===== config.mk =====
export PLATFORM = sky130hd
export DESIGN_NAME = rf_wr_arbiter
export DESIGN_NICKNAME = d
export VERILOG_FILES = /design/src/rtl/rf_wr_arbiter.sv
export SDC_FILE = /design/constraint.sdc
export NUM_CORES = 1
export LEC_CHECK = 0
export CAP_MARGIN = 40
export CORE_ASPECT_RATIO = 0.75
export CORE_MARGIN = 5
export CORE_UTILIZATION = 38
export DETAILED_ROUTE_END_ITERATION = 10
export PLACE_DENSITY = 0.93
export RECOVER_POWER = 100
export REMOVE_ABC_BUFFERS = 1
export SETUP_SLACK_MARGIN = 0.1
export SYNTH_ARGS = -nofsm -noshare
export SYNTH_HDL_FRONTEND = slang
export SYNTH_SLANG_ARGS = --single-unit

===== constraint.sdc =====
create_clock -name clk -period 2.1 [get_ports clk]
set_input_delay 0.42 -clock clk [delete_from_list [all_inputs] [get_ports clk]]
set_output_delay 0.42 -clock clk [all_outputs]
set_load 0.005 [all_outputs]

===== src/rtl/rf_wr_arbiter.sv =====
// Register-file write-port arbiter. Execute, load and debug requesters share one
// registered write port. Ex/ld use round-robin, and debug has a starvation override.
module rf_wr_arbiter #(
   parameter int unsigned DATA_W     = 64,
   parameter int unsigned ADDR_W     = 5,
   parameter int unsigned STARVE_MAX = 15
) (
   input  logic              clk,
   input  logic              rst,
   input  logic              hold,
   input  logic              ex_valid,
   input  logic              ld_valid,
   input  logic              dbg_valid,
   input  logic [ADDR_W-1:0] ex_addr,
   input  logic [ADDR_W-1:0] ld_addr,
   input  logic [ADDR_W-1:0] dbg_addr,
   input  logic [DATA_W-1:0] ex_data,
   input  logic [DATA_W-1:0] ld_data,
   input  logic [DATA_W-1:0] dbg_data,
   output logic              ex_ready,
   output logic              ld_ready,
   output logic              dbg_ready,
   output logic              rf_we,
   output logic [ADDR_W-1:0] rf_waddr,
   output logic [DATA_W-1:0] rf_wdata,
   output logic [1:0]        grant_id,
   output logic [15:0]       conflict_cnt
);

   localparam int unsigned STARVE_W = $clog2(STARVE_MAX + 1);
   localparam int unsigned CNT_W    = 16;
   localparam logic [STARVE_W-1:0] STARVE_LIM = STARVE_W'(STARVE_MAX);

   typedef enum logic [1:0] {
      SRC_EX   = 2'd0,
      SRC_LD   = 2'd1,
      SRC_DBG  = 2'd2,
      SRC_NONE = 2'd3
   } src_e;

   // rr_last_q: 1 = load was the last ex/ld winner
   logic                rr_last_q, rr_last_d;
   logic [STARVE_W-1:0] starve_q, starve_d;
   logic [CNT_W-1:0]    conf_q, conf_d;
   logic                rf_we_q, rf_we_d;
   logic [ADDR_W-1:0]   rf_waddr_q, rf_waddr_d;
   logic [DATA_W-1:0]   rf_wdata_q, rf_wdata_d;
   src_e                gid_q, gid_d;

   src_e                sel;
   logic [ADDR_W-1:0]   sel_addr;
   logic [DATA_W-1:0]   sel_data;
   logic                dbg_force;
   logic                conflict;

   assign dbg_force = dbg_valid && (starve_q == STARVE_LIM);
   assign conflict  = (ex_valid && ld_valid) || (ex_valid && dbg_valid) || (ld_valid && dbg_valid);

   // Grant selection; nothing is granted in reset or while held
   always_comb begin
      sel = SRC_NONE;
      if (rst && !hold) begin
         if (dbg_force)                 sel = SRC_DBG;
         else if (ex_valid && ld_valid) sel = rr_last_q ? SRC_EX : SRC_LD;
         else if (ex_valid)             sel = SRC_EX;
         else if (ld_valid)             sel = SRC_LD;
         else if (dbg_valid)            sel = SRC_DBG;
      end
   end

   assign ex_ready  = (sel == SRC_EX);
   assign ld_ready  = (sel == SRC_LD);
   assign dbg_ready = (sel == SRC_DBG);

   always_comb begin
      sel_addr = ex_addr;
      sel_data = ex_data;
      case (sel)
         SRC_LD: begin
            sel_addr = ld_addr;
            sel_data = ld_data;
         end
         SRC_DBG: begin
            sel_addr = dbg_addr;
            sel_data = dbg_data;
         end
         default: ;
      endcase
   end

   // Next-state for pointer, counters and the registered write port
   always_comb begin
      rr_last_d  = rr_last_q;
      starve_d   = starve_q;
      conf_d     = conf_q;
      rf_we_d    = 1'b0;
      rf_waddr_d = rf_waddr_q;
      rf_wdata_d = rf_wdata_q;
      gid_d      = sel;

      if (sel == SRC_EX) rr_last_d = 1'b0;
      if (sel == SRC_LD) rr_last_d = 1'b1;

      if (!dbg_valid || dbg_ready)   starve_d = '0;
      else if (starve_q != STARVE_LIM) starve_d = starve_q + STARVE_W'(1);

      if (conflict && (conf_q != {CNT_W{1'b1}})) conf_d = conf_q + CNT_W'(1);

      // x0 is hardwired: the handshake completes but no write is issued
      if (sel != SRC_NONE) begin
         rf_we_d    = (sel_addr != '0);
         rf_waddr_d = sel_addr;
         rf_wdata_d = sel_data;
      end
   end

   always_ff @(posedge clk or negedge rst) begin
      if (!rst) begin
         rr_last_q  <= 1'b1;
         starve_q   <= '0;
         conf_q     <= '0;
         rf_we_q    <= 1'b0;
         rf_waddr_q <= '0;
         rf_wdata_q <= '0;
         gid_q      <= SRC_NONE;
      end else begin
         rr_last_q  <= rr_last_d;
         starve_q   <= starve_d;
         conf_q     <= conf_d;
         rf_we_q    <= rf_we_d;
         rf_waddr_q <= rf_waddr_d;
         rf_wdata_q <= rf_wdata_d;
         gid_q      <= gid_d;
      end
   end

   assign rf_we        = rf_we_q;
   assign rf_waddr     = rf_waddr_q;
   assign rf_wdata     = rf_wdata_q;
   assign grant_id     = gid_q;
   assign conflict_cnt = conf_q;

endmodule


==> results of run 1 <==
cells by family after synthesis:
| family | count (synthesis) | share of synthesized area |
|---|---|---|
| AOI/OAI and AO/OA | 156 | 0.251 |
| xor gates and xnor gates | 16 | 0.0283 |
| adders and majority gates | 2 | 0.00505 |
| buffers and inverters | 41 | 0.0394 |
| DFF | 93 | 0.470 |
| muxes | 33 | 0.0672 |
| and+or+nand+nor | 152 | 0.138 |
flip-flops by register name (all words and copies together) (netlist names):
signal / count
rf_we: 1
grant_id: 2
rr_last_q: 1
starve_q: 4
conflict_cnt: 16
rf_wdata: 64
rf_waddr: 5
synth_stat cells, types with 3 or more instances:
cell / count
a22o_1: 19
buf_2: 12
and2_1: 3
a21o_1: 32
nand2_1: 32
a31oi_1: 4
a221oi_1: 25
mux2i_1: 31
and3_1: 3
o21ai_0: 11
nand2b_1: 5
a211oi_1: 32
a222oi_1: 10
buf_4: 3
clkbuf_1: 22
nand4_1: 4
and4_1: 3
xnor2_1: 14
a21oi_1: 11
dfstp_2: 3
nor2_1: 82
nand3_1: 9
dfrtp_1: 90
power breakdown:
group	leakage (nW)	switching (mW)	total, mW	internal (mW)
clock	0.146	0.683	1.64	0.958
combinational	2.60	0.720	1.88	1.16
sequential	1.12	0.216	2.31	2.09
final timing paths:
check / startpoint / to / slack [ps] / cells after the start
max: starve_q[0] / ld_ready / 80 / 4
min: rst / grant_id[0] / 260 / 1
max reg2reg: conflict_cnt[7] / conflict_cnt[1] / 140 / 4
min reg2reg: rf_wdata[28] / rf_wdata[28] / 470 / 1
max in group asynchronous: rst / rf_wdata[0] / 440 / 3
min in group clk: rf_wdata[28] / rf_wdata[28] / 470 / 1
area by class of cell:
type                            count  area, µm²
Clock buffer                       11        243
Tap cell                          171        214
Inverter                            2       7.51
Sequential cell                    93       2330
Fill cell                        1001       4000
Multi-Input combinational cell    359       2470
Clock inverter                      5       60.1
Timing Repair Buffer              363       3560
layer usage:
layer  vias to the layer above  share of wire  GRT usage
met5                         -              0          0
met4                         0          0.025     0.0719
met3                        33          0.082     0.0728
met2                       235           0.52      0.421
met1                      2591           0.37      0.277
li1                       2526              -          -
metrics by stage:
stage,hold WS (ps),cells,power (mW)
2_1_floorplan,124,454,2.94
4_1_cts,57.6,1003,5.99
3_5_place_dp,231,985,4.33
6_report,259,1004,5.82
3_3_place_gp,228,985,4.25
5_1_grt,266,1004,6.11
timing repair:
action | 4_1_cts | 5_1_grt
hold endpoints to repair | 1 | 0
resized for setup | 21 | 13
hold buffers | 1 | 0
pin swaps | 4 | 1
buffers inserted | 1 | 1
setup endpoints to repair | 51 | 35
==> results.cfg, run 1 <==
[outcome]
status = completed

[cts]
clk_pin_slew_ps = 70
cts_tree = done
clockBufferDepth = 2
clock-sinks = 93
cts_buffers = 9
worstSkewPairLatency_ps = 330
ctsRootBufferMaster = clkbuf_16
htreeDepth = 3

[drt]
ant_nets = 0
firstDrtPassIters = 6
drt_iter0_drc = 323
viasPerCell = 5.36
wl_per_cell_um = 18.8
vias = 5385
routed_wl_mm = 18.9
drcViolationCount = 0

[synth]
synth_top_cell_by_area = dfrtp_1
yosysUniqueCellTypes = 48
syn_inst = 493
ys_ff_latch = 93
synth_ff_type = dfrtp_1
syn_area_per_cell_um2 = 10.1
async_flop_share = 1.00
yosysWarnings = 0
synth.area.top_cells = dfrtp_1 45%, mux2i_1 6.3%, nor2_1 6.2%, a211oi_1 4.8%, a21o_1 4.8%
synth_area_um2 = 4950
synth_edf_count = 0
synth_top_area_frac = 0.455
synth_seq_area_share = 0.470

[worst_setup_path]
crit_buf_inv = 1
path_delay_family = flip-flops
required_ps = 1680
cp.arrival_ps = 1600
crit_slowest_cell = dfrtp_1
path_class = flop to output port
slowest_delay_ps = 390
worst-path-max-fanout = 3
cp-start-kind = flop
path_cells = ha_2, and4_4, a2111oi_4, clkbuf_2
endpoint_kind = output port

[grt]
grt_pass1_vias = 5504
grt_pass1_wl_mm = 28.7
grt_max_degree = 65
grt_util_all_layers = 0.237
antenna_found_initial = 0
grt-ovfl-total = 0

[place]
place_area_um2 = 8550
pre_cts_ws_ps = -415
routabilityCongestion = 0.793
dpl.hpwl_mm = 14.9
port_buffers = 303

[run]
max_cap_violations = 0

[cells_and_area]
final_cell_mix = 208 x clkdlybuf4s50_1, 90 x dfrtp_1, 89 x dlygate4sd3_1
final_cell_area_um2 = 8880
drive_gt1_frac = 0.115
syn_to_final_growth_pct = 79.2
final_common_cell = clkdlybuf4s50_1
nNetsFinal = 1043
antenna_cells = 0
final_util = 0.689

[timing]
finalSetupTns_ps = 0
fin_worst_skew_ps = 10.0
period_needed_ps = 2020
max_freq_mhz = 494
rsz0062_at_grt = true
tightest_slew_ps = 920
setup_slack_ps = 75.5
period_share = 0.964
timing.slew.headroom = 0.387
slew_viol_final = 0
finalSetupViolations = 0
finalHoldViolations = 0

[hold_path]
hold_class = primary input to async pin

[die]
die_w_um = 142
start_util = 0.385
die_h_um = 109
die_area_um2 = 15400
num_io_pins = 304
core_um2 = 12900
rows = 36

[power]
ir_drop_mv = 0.411
leakage_nw = 3.87
powerDensity_nw_per_um2 = 656
(Power assumes the default switching activity.)
==> run 2, diff against run 1 <==
Settings changed: PLACE_DENSITY 0.93 to 0.82.
==> results.cfg, run 2 (same netlist as run 1, synthesis figures left out) <==
[outcome]
status = finished with violations
violations = setup timing

[drt]
drcViolationCount = 0
drt_iter0_drc = 362
wl_per_cell_um = 19.9
ant_nets = 0
vias = 5487
firstDrtPassIters = 7
viasPerCell = 5.45
routed_wl_mm = 20.1

[die]
die_w_um = 142
die_h_um = 109
rows = 36
core_um2 = 12900
num_io_pins = 304
start_util = 0.385
die_area_um2 = 15400

[cts]
clk_pin_slew_ps = 60
htreeDepth = 3
hold_buffers = 0
worstSkewPairLatency_ps = 340
cts_tree = done
clockBufferDepth = 2
clock-sinks = 93
cts_buffers = 9
ctsRootBufferMaster = clkbuf_16

[worst_setup_path]
regToRegSetupSlack_ps = 90
crit_buf_inv = 3
cp.arrival_ps = 1690
path_delay_family = simple AND/OR/NAND/NOR gates
path_cells = ha_2, and4_4, buf_6, nor3_4, inv_2, nor2_2, buf_2
crit_slowest_cell = dfrtp_1
worst-path-max-fanout = 2
slowest_delay_ps = 390
required_ps = 1680
rr_endpoint = rf_wdata[37]
r2r_start = starve_q[0]
cp-start-kind = flop
endpoint_kind = output port
reg2reg_depth = 10
path_class = flop to output port

[grt]
grt_pass1_vias = 5651
antenna_found_initial = 0
grt_max_degree = 63
grt_util_all_layers = 0.239
grt-ovfl-total = 0
grt_pass1_wl_mm = 29.2

[cells_and_area]
final_cell_area_um2 = 9200
final_cell_mix = 295 x clkdlybuf4s50_1, 90 x dfrtp_1, 79 x nor2_1
drive_gt1_frac = 0.154
largest_reg_flops = 64
final_util = 0.714
syn_to_final_growth_pct = 85.7
nNetsFinal = 1045
final_common_cell = clkdlybuf4s50_1

[place]
port_buffers = 303
routabilityCongestion = 0.892
place_area_um2 = 8490
dpl.hpwl_mm = 14.7

[timing]
setup_slack_ps = -11.0
tightest_slew_ps = 965
finalSetupViolations = 1
timing.slew.headroom = 0.357
finalSetupTns_ps = -11.0
period_share = 1.01
rsz0062_at_grt = true
slew_viol_final = 0
finalHoldViolations = 0
period_needed_ps = 2110
max_freq_mhz = 474
fin_worst_skew_ps = 4.89

[hold_path]
hold_class = primary input to async pin

[power]
leakage_nw = 3.91
ir_drop_mv = 0.465
powerDensity_nw_per_um2 = 655

[run]
max_cap_violations = 0
==> run 2: how the worst max path moves through the flow <==
stage | from | end | slack [ps] | cells after the start
final | starve_q[0] | ex_ready | -10 | 7
after global routing | starve_q[0] | ex_ready | -110 | 7
after CTS | starve_q[1] | ex_ready | -20 | 7
after detailed placement | dbg_valid | ld_ready | -540 | 4
after global placement | dbg_valid | ld_ready | -490 | 4
after floorplan | starve_q[0] | ex_ready | -970 | 5
==> run 2: metal layers <==
layer / vias up / track usage / part of all wire
met2: 266 / 0.423 / 0.51
li1: 2518 / - / -
met5: - / 0 / 0
met3: 51 / 0.0833 / 0.087
met1: 2652 / 0.271 / 0.36
met4: 0 / 0.0849 / 0.033
==> run 2: per-stage QoR <==
| stage | total power [mW] | cells | hold WS (ps) | worst slack, ps |
|---|---|---|---|---|
| after detailed placement | 4.30 | 977 | 367 | -542 |
| after CTS | 5.98 | 997 | 25.0 | -15.2 |
| after global placement | 4.23 | 977 | 364 | -492 |
| final | 6.02 | 1007 | 270 | -11.0 |
| after floorplan | 2.94 | 454 | 124 | -972 |
| after global routing | 6.33 | 1006 | 289 | -107 |
==> run 2: layout make-up <==
type	count	area [µm²]
Sequential cell	93	2330
Tap cell	171	214
Timing Repair Buffer	365	3700
Antenna cell	1	2.50
Inverter	2	7.51
Multi-Input combinational cell	359	2650
Clock buffer	11	243
Fill cell	915	3680
Clock inverter	5	60.1
==> run 2: worst reg2reg max path, stage by stage, from the launching register on <==
cell and delay [ps]:
dfrtp_1 390, ha_2 190, and4_4 160, buf_6 120, nor3_4 230, buf_4 160
buf_12 130, clkbuf_16 170, nor2_1 50, a211oi_1 240, a21o_1 110
==> run 2: power by group <==
group	switching [mW]	total, mW	internal (mW)
clock	0.693	1.65	0.960
sequential	0.229	2.32	2.09
combinational	0.766	2.05	1.28
==> run 2: repair_timing <==
| action | in CTS | in global routing |
|---|---|---|
| resized for setup | 25 | 43 |
| gates cloned | 0 | 6 |
| buffers inserted | 4 | 4 |
| endpoints found under the setup margin | 49 | 60 |
| pin swaps | 7 | 12 |
==> variant 1 (config.mk and constraints of run 2) <==
Reset style: synchronous (`rst`), changed in one clocked block.
--- a/src/rtl/rf_wr_arbiter.sv
+++ b/src/rtl/rf_wr_arbiter.sv
@@ -114,7 +114,7 @@
       end
    end
 
-   always_ff @(posedge clk or negedge rst) begin
+   always_ff @(posedge clk) begin
       if (!rst) begin
          rr_last_q  <= 1'b1;
          starve_q   <= '0;
Check against the original RTL: differs if rst is asserted again (counterexample within 4 cycles, from zero or initial values and one cycle with rst low); with rst held inactive, the same outputs for 4 cycles.
==> variant 1 against run 2 <==
- synthesized area down 2.0%
- sequential cell count stayed put
- largest cell class unchanged
- setup slack got worse by 0.30 ns
- global-route usage increased by 2.0 points
- clock skew rose by 0.0042 ns
- the run still ends with setup timing left
- total power is 5.5% lower
- final area up 11%
- utilization grew 11 points
- non-clock buffer count grew 24
- register-to-register slack worse by 0.38 ns
- critical endpoint is now rf_wdata[8]$_SDFFE_PN0N_
- routed wire length grew 27%
==> variant 1: results (changes against run 2) <==
[run_status]
outcome=finished with violations
violations=setup timing

[min_path]
hold_class=flip-flop to flip-flop

[synthesis]
synth.distinct_cells=41  ; -15%
async_flop_share_pct=0  ; -100 points
muxShareOfSynthArea_pct=2.47  ; -4.2 points
ys_seq_area_share_pct=38.4  ; -8.7 points
synthAdderAreaFrac_pct=1.75  ; +1.2 points
netlist_top_cells_count=93 x dfxtp_1, 78 x nor2_1, 73 x a21oi_1

[routing]
dr.pass1.iters=5  ; -2
dr_total_vias=6567  ; +20%
wl_um=25600  ; +27%
drt_iter0_markers=511  ; +41%

[place]
place.gp.congestion=0.874  ; -2.1%
hpwl_um=14600  ; -0.79%

[setup_path]
cp_max_fo=6  ; +4
r2r_setup_slack_ns=-0.29  ; -0.38 ns
r2r-end=rf_wdata[20]$_SDFFE_PN0N_
arrival_ns=2.63  ; +0.94 ns
worst_path_largest_cell_delay_ns=0.53  ; +0.14 ns

[final_layout]
n_antenna_cell=0  ; -1
final_nets=1183  ; +13%

[timing]
skew_ns=0.00906  ; +0.00417 ns
relSlewSlack_pct=63.0  ; +27 points
fin_ws_ns=-0.308  ; -0.297 ns
setup_viol=74  ; +73

[grt]
grt_max_degree=58  ; -7.9%
grt_pass1_wl_um=31700  ; +8.4%
grt_pass1_vias=5909  ; +4.6%

[power_and_ir_drop]
internal_power_uw=4030  ; -7.0%
p_leak_uw=0.00378  ; -3.2%
ir_drop_uv=368  ; -21%

[floorplan]
die_w_um=141  ; -0.94%

variant 1: kinds of logic (layout without fill, tap and decap cells):
group,count (synthesis),in the layout
and+or+nand+nor,274,274
AOI/OAI and AO/OA,168,168
DFF,93,93
buffers and inverters,65,414
muxes,12,12
adders and majority gates,7,7
xor gates and xnor gates,1,1
variant 1: routing by layer:
layer / up-vias / global-route usage (%) / wire length [µm]
met3: 84 / 7.77 / 2320
met2: 357 / 45.6 / 13000
met5: - / 0 / 0
met1: 3153 / 30.7 / 9400
met4: 0 / 7.12 / 874
li1: 2973 / - / -
variant 1: timing repair:
item | 4_1_cts | 5_1_grt
pin swaps | 9 | 29
buffers inserted | 8 | 14
endpoints found under the setup margin | 75 | 77
hold buffers | 0 | 0
gates cloned | 4 | 5
resized for setup | 81 | 112
variant 1: cell type report:
cell class | count | area [µm²]
Fill cell | 685 | 2210
Clock buffer | 12 | 267
Tap cell | 166 | 208
Timing Repair Buffer | 389 | 4090
Sequential cell | 93 | 1860
Clock inverter | 4 | 55.1
Multi-Input combinational cell | 462 | 3670
Inverter | 9 | 33.8
variant 1: worst max path at each step:
stage | depth (start not counted) | to | from
6_report | 12 | rf_wdata[8]$_SDFFE_PN0N_ | dbg_valid
5_1_grt | 13 | rf_wdata[37]$_SDFFE_PN0N_ | starve_q[1]$_SDFFE_PP0P_
4_1_cts | 13 | rf_wdata[52]$_SDFFE_PN0N_ | starve_q[1]$_SDFFE_PP0P_
3_5_place_dp | 12 | rf_wdata[36]$_SDFFE_PN0N_ | ld_valid
3_3_place_gp | 7 | ld_ready | rst
2_1_floorplan | 9 | rf_wdata[39]$_SDFFE_PN0N_ | starve_q[0]$_SDFFE_PP0P_
variant 1: power groups by stage:
stage / clock network, µW / logic [µW] / registers (µW)
2_1_floorplan: 0 / 549 / 1980
3_3_place_gp: 0 / 1450 / 1970
3_5_place_dp: 0 / 1480 / 1980
4_1_cts: 1760 / 1640 / 1940
5_1_grt: 1820 / 2110 / 1960
6_report: 1740 / 2010 / 1950
variant 1: critical path: cells and delay by family:
kind | cells | cell delay, ns
AO/OA/AOI/OAI | 3 | 0.58
adder cells (fa/ha/maj) | 1 | 0.23
buffers and inverters | 6 | 1.23
AND/OR/NAND/NOR | 2 | 0.17
variant 1: metrics by stage:
step           instance area (µm²)  hold slack, ns  instances  power [µW]
4_1_cts                       9320           0.493       1117        5340
3_3_place_gp                  8460           0.459       1089        3430
2_1_floorplan                 4640           0.437        564        2530
6_report                     10200           0.493       1135        5700
3_5_place_dp                  8460           0.455       1089        3450
5_1_grt                      10200           0.515       1135        5890
==> variant 2 (settings of run 2) <==
Made on the original files. Change the parameter `ADDR_W` from 5 to 3.
--- a/src/rtl/rf_wr_arbiter.sv
+++ b/src/rtl/rf_wr_arbiter.sv
@@ -2,7 +2,7 @@
 // registered write port. Ex/ld use round-robin, and debug has a starvation override.
 module rf_wr_arbiter #(
    parameter int unsigned DATA_W     = 64,
-   parameter int unsigned ADDR_W     = 5,
+   parameter int unsigned ADDR_W     = 3,
    parameter int unsigned STARVE_MAX = 15
 ) (
    input  logic              clk,
Ports: changed (resized dbg_addr, ex_addr, ld_addr and rf_waddr); port bits go from 304 to 296. No check against the original RTL was run, so the function may have changed too.
==> variant 2 against run 2 <==
- synthesized area rose by 0.38%
- utilization decreased by 3.4 points
- routed wire length fell by 7.8%
- final area shrank 4.4%
- largest cell class unchanged
- sequential cell count decreased by 2
- setup slack better by 0.075 ns
- largest power group unchanged
- synthesized cell count decreased by 0.61%
- clock skew rose by 0.0030 ns
- highest routed layer unchanged
- cell count decreased by 1.6%
- total power decreased by 5.0%
==> variant 2: results (changes against run 2) <==
[grt]
grt.total_usage_pct=22.6  ; -1.4 points
grt_antenna_before_repair=0  ; unchanged
grt_pass1_vias=5401  ; -4.4%
grt_max_degree=60  ; -4.8%
grt_pass1_wl_um=27500  ; -6.0%

[routing]
dr.pass1.iters=4  ; -3
wl_um=18500  ; -7.8%
drt_iter0_markers=298  ; -18%
viasPerCell=5.28  ; -3.2%

[timing]
relSlewSlack_pct=41.9  ; +6.3 points
skew_ns=0.00788  ; +0.00299 ns

[final_layout]
final_nets=1024  ; -2.0%
drive_above_1_share_pct=13.4  ; -2.0 points
n_antenna_cell=0  ; -1
fill_cells=953  ; +4.2%

[synthesis]
netlist_top_cells_count=91 x nor2_1, 88 x dfrtp_1, 32 x a211oi_1, 32 x mux2i_1
ys_seq_area_share_pct=45.9  ; -1.2 points
synthTopCellsByArea=dfrtp_1 44%, nor2_1 6.9%, mux2i_1 6.4%
synth.distinct_cells=46  ; -4.2%

[setup_path]
crit_end=ld_ready
r2r-end=rf_wdata[28]$_DFFE_PN0P_
arrival_ns=1.62  ; -0.07 ns
ff2ff_path_depth=11  ; +1

[floorplan]
initial_core_util_pct=38.5  ; about the same

[run_status]
outcome=finished clean

[place]
hpwl_um=14200  ; -3.5%
place.gp.congestion=0.899  ; +0.75%

[power_and_ir_drop]
p_leak_uw=0.00390  ; about the same
ir_drop_uv=462  ; -0.53%

==> variant 2: repair_timing <==
item	in CTS	in global routing
cloned	1	1
setup endpoints to repair	58	39
pin swaps	12	4
buffers inserted	6	7
resized for setup	26	14
==> variant 2: through the flow <==
step / util, % / worst slack (ns) / cells / instance area [µm²]
after floorplan: - / -0.961 / 451 / 4730
after global placement: 64.5 / -0.493 / 961 / 8330
after detailed placement: 64.5 / -0.626 / 961 / 8330
after CTS: 67.4 / 0.0503 / 984 / 8710
after global routing: 68.1 / 0.00643 / 991 / 8800
final: 68.1 / 0.0636 / 991 / 8800
==> variant 2: report_power, final <==
| part | leakage (µW) | internal, µW | switching, µW |
|---|---|---|---|
| registers | 0.00108 | 2040 | 221 |
| clock network | 0.000148 | 933 | 706 |
| logic | 0.00268 | 1110 | 709 |
==> variant 2: worst min-delay path by stage <==
stage,start,to,slack [ns],depth (start not counted)
2_1_floorplan,rst,conflict_cnt[0]$_DFFE_PN0P_,0.12,0
3_3_place_gp,rf_wdata[32]$_DFFE_PN0P_,rf_wdata[32]$_DFFE_PN0P_,0.46,1
3_5_place_dp,rf_wdata[55]$_DFFE_PN0P_,rf_wdata[55]$_DFFE_PN0P_,0.47,1
4_1_cts,rst,rf_wdata[56]$_DFFE_PN0P_,0.27,3
5_1_grt,rf_wdata[48]$_DFFE_PN0P_,rf_wdata[48]$_DFFE_PN0P_,0.48,1
6_report,rst,rf_wdata[39]$_DFFE_PN0P_,0.42,3
==> variant 2: cell type report <==
cell class / count / area, µm² / share of cell area [%]
sequential: 91 / 2280 / 25.9
multi-input combinational: 356 / 2490 / 28.3
clock buffer: 9 / 225 / 2.56
tap: 171 / 214 / 2.43
timing repair buffer: 352 / 3490 / 39.7
inverter: 5 / 18.8 / 0.213
clock inverter: 7 / 76.3 / 0.867
==> variant 2: logic make-up (layout without fill, tap and decap cells) <==
family | after synthesis | count (layout) | synth area share (%)
compound gates | 143 | 143 | 23.7
xor+xnor | 17 | 17 | 2.99
fa+ha+maj | 3 | 3 | 0.704
buf+inv | 44 | 373 | 5.31
flops | 91 | 91 | 45.9
mux | 34 | 34 | 6.89
simple gates | 158 | 159 | 14.6
==> variant 2: layer usage <==
| layer | routed length, µm | global-route usage, % | vias up |
|---|---|---|---|
| met1 | 7070 | 25.8 | 2489 |
| met4 | 571 | 9.04 | 0 |
| li1 | - | - | 2448 |
| met3 | 1590 | 7.15 | 37 |
| met5 | 0 | 0 | - |
| met2 | 9270 | 39.4 | 255 |
==> variant 2: critical path, delay by kind of cell, from the launching register on <==
kind	cells	cell delay (ns)
compound gates	1	0.31
buf+inv	1	0.20
fa+ha+maj	1	0.20
flops	1	0.40
simple gates	1	0.17
